**src/rtl/bcd_digits_to_binary.sv**
```systemverilog
// Serial BCD digit stream (MSD first) to binary, using a multi-cycle shift-and-add (x10 = x8 + x2).
// Optional feature macro: RANGE_CHECK_EN (reject results above MAX_VALUE with a range_err strobe).
module bcd_digits_to_binary #(
    parameter int NUM_DIGITS = 2,
    parameter int VALUE_W    = 7,
    parameter int MAX_VALUE  = 59
) (
    input  logic               clk,
    input  logic               rst_n,
    input  logic [3:0]         digit,
    input  logic               digit_valid,
    output logic               digit_ready,
    input  logic               abort,
    output logic [VALUE_W-1:0] value,
    output logic               value_valid,
    output logic               digit_err,
    output logic               range_err
);

    typedef enum logic [1:0] {ST_ACCEPT, ST_MUL, ST_ADD, ST_DONE} state_t;

    localparam int            CNT_W    = 3;
    localparam logic [CNT_W-1:0] LAST_CNT = CNT_W'(NUM_DIGITS - 1);

    state_t             state_q, state_d;
    logic [VALUE_W-1:0] acc_q, acc_d;
    logic [CNT_W-1:0]   cnt_q, cnt_d;
    logic [3:0]         dig_q, dig_d;
    logic [VALUE_W-1:0] value_q, value_d;
    logic               value_valid_q, value_valid_d;
    logic               digit_err_q, digit_err_d;
    logic               range_err_q, range_err_d;

`ifdef RANGE_CHECK_EN
    localparam logic [VALUE_W-1:0] MAX_V = VALUE_W'(MAX_VALUE);
`else
    logic unused_max_value;
    assign unused_max_value = ^MAX_VALUE;
`endif

    always_comb begin
        state_d       = state_q;
        acc_d         = acc_q;
        cnt_d         = cnt_q;
        dig_d         = dig_q;
        value_d       = value_q;
        value_valid_d = 1'b0;
        digit_err_d   = 1'b0;
        range_err_d   = 1'b0;

        // abort wins over everything, including a completion in DONE
        if (abort) begin
            state_d = ST_ACCEPT;
            acc_d   = '0;
            cnt_d   = '0;
        end else begin
            case (state_q)
                ST_ACCEPT: begin
                    if (digit_valid) begin
                        if (digit <= 4'd9) begin
                            dig_d   = digit;
                            state_d = ST_MUL;
                        end else begin
                            digit_err_d = 1'b1;
                            acc_d       = '0;
                            cnt_d       = '0;
                        end
                    end
                end
                ST_MUL: begin
                    acc_d   = (acc_q << 3) + (acc_q << 1);
                    state_d = ST_ADD;
                end
                ST_ADD: begin
                    acc_d   = acc_q + VALUE_W'(dig_q);
                    cnt_d   = cnt_q + 1'b1;
                    state_d = (cnt_q == LAST_CNT) ? ST_DONE : ST_ACCEPT;
                end
                ST_DONE: begin
`ifdef RANGE_CHECK_EN
                    if (acc_q > MAX_V) begin
                        range_err_d = 1'b1;
                    end else begin
                        value_d       = acc_q;
                        value_valid_d = 1'b1;
                    end
`else
                    value_d       = acc_q;
                    value_valid_d = 1'b1;
`endif
                    acc_d   = '0;
                    cnt_d   = '0;
                    state_d = ST_ACCEPT;
                end
                default: state_d = ST_ACCEPT;
            endcase
        end
    end

    always_ff @(posedge clk or negedge rst_n) begin
        if (!rst_n) begin
            state_q       <= ST_ACCEPT;
            acc_q         <= '0;
            cnt_q         <= '0;
            dig_q         <= '0;
            value_q       <= '0;
            value_valid_q <= 1'b0;
            digit_err_q   <= 1'b0;
            range_err_q   <= 1'b0;
        end else begin
            state_q       <= state_d;
            acc_q         <= acc_d;
            cnt_q         <= cnt_d;
            dig_q         <= dig_d;
            value_q       <= value_d;
            value_valid_q <= value_valid_d;
            digit_err_q   <= digit_err_d;
            range_err_q   <= range_err_d;
        end
    end

    assign digit_ready = (state_q == ST_ACCEPT);
    assign value       = value_q;
    assign value_valid = value_valid_q;
    assign digit_err   = digit_err_q;
    assign range_err   = range_err_q;

endmodule

```
**config.mk**
```make
export PLATFORM = sky130hd
export DESIGN_NAME = bcd_digits_to_binary
export DESIGN_NICKNAME = d
export VERILOG_FILES = /design/src/rtl/bcd_digits_to_binary.sv
export SDC_FILE = /design/constraint.sdc
export NUM_CORES = 1
export LEC_CHECK = 0
export BUFFER_PORTS_ARGS = -buffer_cell sky130_fd_sc_hd__buf_2
export CAP_MARGIN = 30
export CORE_AREA = 2 2 65 67
export DETAILED_ROUTE_END_ITERATION = 10
export DIE_AREA = 0 0 67 69
export GPL_TIMING_DRIVEN = 0
export PLACE_DENSITY_LB_ADDON = 0.08
export SYNTH_ARGS = -nofsm -noshare
export SYNTH_HDL_FRONTEND = slang
export SYNTH_SLANG_ARGS = --single-unit
```
**constraint.sdc**
```tcl
create_clock -name clk -period 2.55 [get_ports clk]
set_input_delay 0.3825 -clock clk [delete_from_list [all_inputs] [get_ports clk]]
set_output_delay 0.3825 -clock clk [all_outputs]
set_load 0.05 [all_outputs]
```
# Yosys cells after proc, flatten, opt, wreduce, memory -nomap -nowiden
# Cells that the tools add are included.
[op_classes] addsub=3 order_cmp=1 eq_ne=7 n_mux=19 bitwise_logic=1 n_reduce_logical=7
[ops] op="case mux 7 bit (4 select lines)" n=1
[ops] op="two-way mux 7 bit" n=3
[ops] op="two-way mux 3 bit" n=3
[ops] op="case mux 3 bit (3 select lines)" n=1
[ops] op="two-way mux 2 bit" n=4
[ops] op="case mux 2 bit (4 select lines)" n=1
[ops] op="adder 7 x 4 -> 7 bit" n=1
[ops] op="adder 7 bit" n=1
[ops] op="two-way mux 1 bit" n=6
[ops] op="AND reduction 2 bit" n=3
[ops] op="== test 2 bit (second input constant)" n=2
[ops] op="<= comparator 4 bit (second input constant)" n=1
[ops] op="AND reduction 4 bit" n=1
[ops] op="nonzero test 4 bit" n=1
[ops] op="adder 3 x 1 -> 3 bit (second input constant)" n=1
[ops] op="== test 3 x 1 -> 1 bit (second input constant)" n=1
[ops] op="inequality test 3 x 1 -> 1 bit (second input constant)" n=1
[ops] op="inequality test 3 x 2 -> 1 bit (second input constant)" n=1
[ops] op="inequality test 3 bit (second input constant)" n=1
[ops] op="AND reduction 3 bit" n=1
[ops] op="== test 2 x 1 -> 1 bit (second input constant)" n=1
[ops] op="logical NOT 2 bit" n=1
[ops] op="inverter 1 bit" n=1
[totals] ff_bits=25 in_bits=8 out_inout_bits=11 elab_cells=45

# Depth between registers and ports, before layout
[logic_depth] word_depth=5 depth_mapped=7 mapped_depth_nobuf=6

# Worst setup path before layout
# No wires, ideal clock.
[synth_timing] path_kind="flip-flop to flip-flop" start="register state_q[0]" end="register acc_q[5]" setup_time_ps=124 arrival_time_ps=1872 path_slack_ps=554 path_stages_with_launch=8 path_buffers=1 period_less_slack_ps=1996 cell_sequence="dfrtp_1 -> inv_1 -> ha_1 -> nor2b_2 -> and2_4 -> buf_6 -> nor3_1 -> a211o_1"
[synth_between] elab_chain_cells=3 elab_cells_between_ends=9 classes_between="5 x eq/ne; 2 x mux; 2 x reduce/logical"
[synth_lines] element="from (decl)" line="25" text="state_t state_q, state_d;"
[synth_lines] element="from (signal assigned)" line="111" text="state_q <= state_d;"
[synth_lines] element="logical NOT 2 bit (*)"
[synth_lines] element="named net digit_ready" line="12" text="output logic digit_ready,"
[synth_lines] element="case mux 7 bit (4 select lines), or another cell as far along" line="57" text="case (state_q)"
[synth_lines] element="two-way mux 7 bit or AND reduction 2 bit (tied branches)"
[synth_lines] element="to (signal assigned)" line="103" text="acc_q <= '0;"
[synth_lines] element="to (signal assigned)" line="112" text="acc_q <= acc_d;"
[synth_lines] element="to (decl)" line="26" text="logic [VALUE_W-1:0] acc_q, acc_d;"
# Mark *: on every way through the listed nets, which the timed path passes. The rest lies on a longest branch.
# A chain may end at the register's enable or synchronous reset.

# Final worst setup path
[layout_timing] start="register acc_q[0]" end="register acc_q[6]"
[layout_between] elab_chain_cells=3 elab_cells_between_ends=4 classes_between="2 x add/sub; 2 x mux"
[layout_lines] element="adder 7 x 4 -> 7 bit or adder 7 bit (tied branches)" line="75, 71"
[layout_lines] element="case mux 7 bit (4 select lines) (*)" line="57"
[layout_lines] element="two-way mux 7 bit (*)" line="52" text="if (abort) begin"
# Every way passes the cells marked *; elsewhere a longest branch is shown, timed or not.

==> run_results.csv <==
group,metric,value,unit
clock_tree,cts-hold-fix-buffers,0,
global_route,grt_max_degree,26,
synthesis,yosysTopAreaCellShare,40.8,%
layout,layout_commonest_cell,"dfrtp_1",
placement,io_buffers,17,
status,status,"finished clean",
global_route,busiest_layer,"met2",
floorplan,initial_utilization,39.2,%
critical_path,worstPathArrival,2.19,ns
synthesis,async_flop_share,100,%
route,postRouteAntennaNets,0,
sta,grt_setup_unrepaired,"no",
sta,max_slew_margin,62.5,%
global_route,use_met1,20.4,%
hold_path,holdCritPathClass,"input port to asynchronous set/reset pin",
sta,setup_ws,0.531,ns
clock_tree,cts-buffers-inserted,3,
placement,pre_cts_slack,0.560,ns
synthesis,synth.cell_area,0.00153,sq mm
floorplan,die_h,69,microns
critical_path,r2r_setup_slack,0.53,ns
sta,finalCriticalPeriod,2.02,ns
pwr,ir_drop,420,uV
synthesis,synthTopCellsByArea,"dfrtp_1, ha_1, mux2_2, nand2_1, fa_1",
critical_path,cp_data_required_time,2.72,ns
critical_path,cpLargestDelayFamily,"compound AO/OA/AOI/OAI gates",
critical_path,path_cells,"ha_1 > fa_1 > a211o_1 > o2111ai_1 > nor4_2 > a211o_1",
clock_tree,clk_latency,0.28,ns
global_route,antenna_found_initial,0,
layout,num_antenna_cells,0,
route,detail_route.wirelength,3080,microns
global_route,grt_pass1_wl,5470,microns
clock_tree,ctsResizeCount,0,
layout,fillerInstances,389,
critical_path,crit_top_cell,"a211o_1",
floorplan,fp-row-count,23,
synthesis,avgSynthCellArea,10.8,sq um
sta,tns,0,ns
global_route,grt_pass1_vias,1176,
critical_path,worstPathMaxFanout,5,
critical_path,crit_path_start_kind,"flop",
critical_path,cp.depth,6,
route,vias_per_cell,5.31,
critical_path,crit_buf_inv,0,
critical_path,crit_slowest_cell,"dfrtp_1",
clock_tree,clock-sinks,25,
sta,setup_viol,0,
sta,finalHoldViolations,0,
critical_path,r2r.worst_path.cells,6,
critical_path,crit_end,"acc_q[6]$_DFFE_PN0P_",
placement,dp_hpwl,2360,microns
global_route,overflow,0,
floorplan,fp.coreArea,0.00391,sq mm
critical_path,max_stage_delay,0.44,ns
clock_tree,cts.path.max_buffers,2,
sta,tightest_slew,0.563,ns
floorplan,dieArea,0.00462,sq mm
synthesis,synth-seq-area-share,40.8,%
synthesis,synth_edf_count,0,
route,vias,1132,
route,wl_per_cell,14.5,microns
layout,nets,188,
layout,syn_to_final_growth,12.8,%
critical_path,startpoint,"acc_q[0]$_DFFE_PN0P_",
sta,fin_crit_sh,79.2,%
synthesis,yosys_warnings,0,
synthesis,syn_nets,166,
synthesis,synthFlopType,"dfrtp_1",
global_route,track_usage,15.1,%
layout,drive_gt1_share,27.0,%
synthesis,synth_top_area_cell,"dfrtp_1",
floorplan,die_width,67,microns
critical_path,r2r_start,"acc_q[0]$_DFFE_PN0P_",
floorplan,io_pins,19,
layout,final_cell_mix,"dfrtp_1, buf_2, nand2_1",
global_route,grt_use_met2,25.0,%
synthesis,synth_cell_type_count,48,
pwr,p_leak,0.000840,uW
clock_tree,postCtsSetupRepairBufs,0,
sta,maxSlewViolCount,0,
placement,gp_congestion,0.901,
route,drt_iter0_drc,52,
critical_path,crit_path_end_kind,"flop",
sta,finClkSkew,0.00835,ns
route,first_pass_iters,4,
clock_tree,htree_levels,1,
clock_tree,cts-root-buf,"clkbuf_8",
clock_tree,clk_pin_slew,0.10,ns
synthesis,ys_ff_latch,25,
synthesis,syn-instance-count,142,
global_route,met3_usage,1.96,%
clock_tree,cts_tree,"yes",
critical_path,path_class,"flop to flop",
pwr,p_per_area,742,mW/mm^2
route,drc_errors,0,
critical_path,r2r-end,"acc_q[6]$_DFFE_PN0P_",
sta,clock.fmax,495,MHz
job,maxCapViolations,0,
[area by class of cell]
class                   count  area (sq um)  area share (%)
clock buffers               3          41.3            2.39
multi-input cells         105           840            48.5
clock inverters             1          7.51           0.434
plain buffers               5          42.5            2.46
flip-flops and latches     25           626            36.2
inverters                   7          26.3            1.52
well taps                  50          62.6            3.62
repair buffers             17          85.1            4.92
[logic make-up (layout without fill, tap and decap cells)]
group / after synthesis / in the layout / share of synthesized area (%)
AND/OR/NAND/NOR: 39 / 39 / 14.8
AO/OA/AOI/OAI: 36 / 36 / 16.6
flip-flops: 25 / 25 / 40.8
adder cells (fa/ha/maj): 16 / 16 / 14.0
buffers and inverters: 12 / 33 / 4.49
multiplexers: 10 / 10 / 7.34
XOR/XNOR: 3 / 3 / 1.71
other: 1 / 1 / 0.244
[cells in the mapped netlist (2+ instances only)]
| library cell | number |
|---|---|
| a211o_1 | 3 |
| a21o_2 | 2 |
| a21oi_1 | 4 |
| a31oi_1 | 2 |
| buf_4 | 2 |
| buf_6 | 2 |
| dfrtp_1 | 25 |
| fa_1 | 2 |
| ha_1 | 14 |
| inv_1 | 7 |
| mux2_2 | 10 |
| nand2_1 | 16 |
| nand3_1 | 7 |
| nor3_1 | 2 |
| nor4b_1 | 2 |
| o211ai_1 | 2 |
| o21ai_0 | 7 |
| o311ai_0 | 2 |
| xor2_1 | 2 |
[per-stage QoR]
step	cell area [sq um]	utilization [%]	instances	hold WS (ns)	total power, uW
2_1_floorplan	1530	-	142	0.0869	915
5_1_grt	1730	44.2	213	0.126	1380
6_report	1730	44.2	213	0.0825	1280
3_3_place_gp	1680	43.0	209	0.409	1030
3_5_place_dp	1680	43.0	209	0.414	1050
4_1_cts	1730	44.2	213	0.112	1300
[power breakdown]
part	leakage, uW	total (uW)	switching, uW	internal [uW]
Sequential	0.000339	511	55.0	456
Clock	0.0000217	249	138	111
Combinational	0.000480	526	318	207
[worst min-delay path by stage]
stage          start                   end  slack (ns)  cells after the start
3_3_place_gp   rst_n  cnt_q[0]$_DFFE_PN0P_        0.41                      1
2_1_floorplan  rst_n  acc_q[0]$_DFFE_PN0P_        0.09                      0
5_1_grt        rst_n  dig_q[3]$_DFFE_PN0P_        0.13                      1
4_1_cts        rst_n  value[2]$_DFFE_PN0P_        0.11                      1
3_5_place_dp   rst_n  value[4]$_DFFE_PN0P_        0.41                      1
6_report       rst_n  value[2]$_DFFE_PN0P_        0.08                      1
[flip-flops by register name, summed over array words and instances (netlist names)]
signal       flops
cnt_q            3
value_valid      1
value            7
dig_q            4
digit_err        1
state_q          2
acc_q            7
[worst register-to-register path, cell delays in order (launching register included)]
cell and delay [ns]:
dfrtp_1 0.44, ha_1 0.25, fa_1 0.44, a211o_1 0.32, o2111ai_1 0.14, nor4_2 0.06, a211o_1 0.26
[metal layers]
metal	part of all wire, %	vias up
met3	3.5	5
met4	1.4	0
met2	47	21
met1	48	545
met5	0	-
li1	-	561
(Power assumes the default switching activity.)
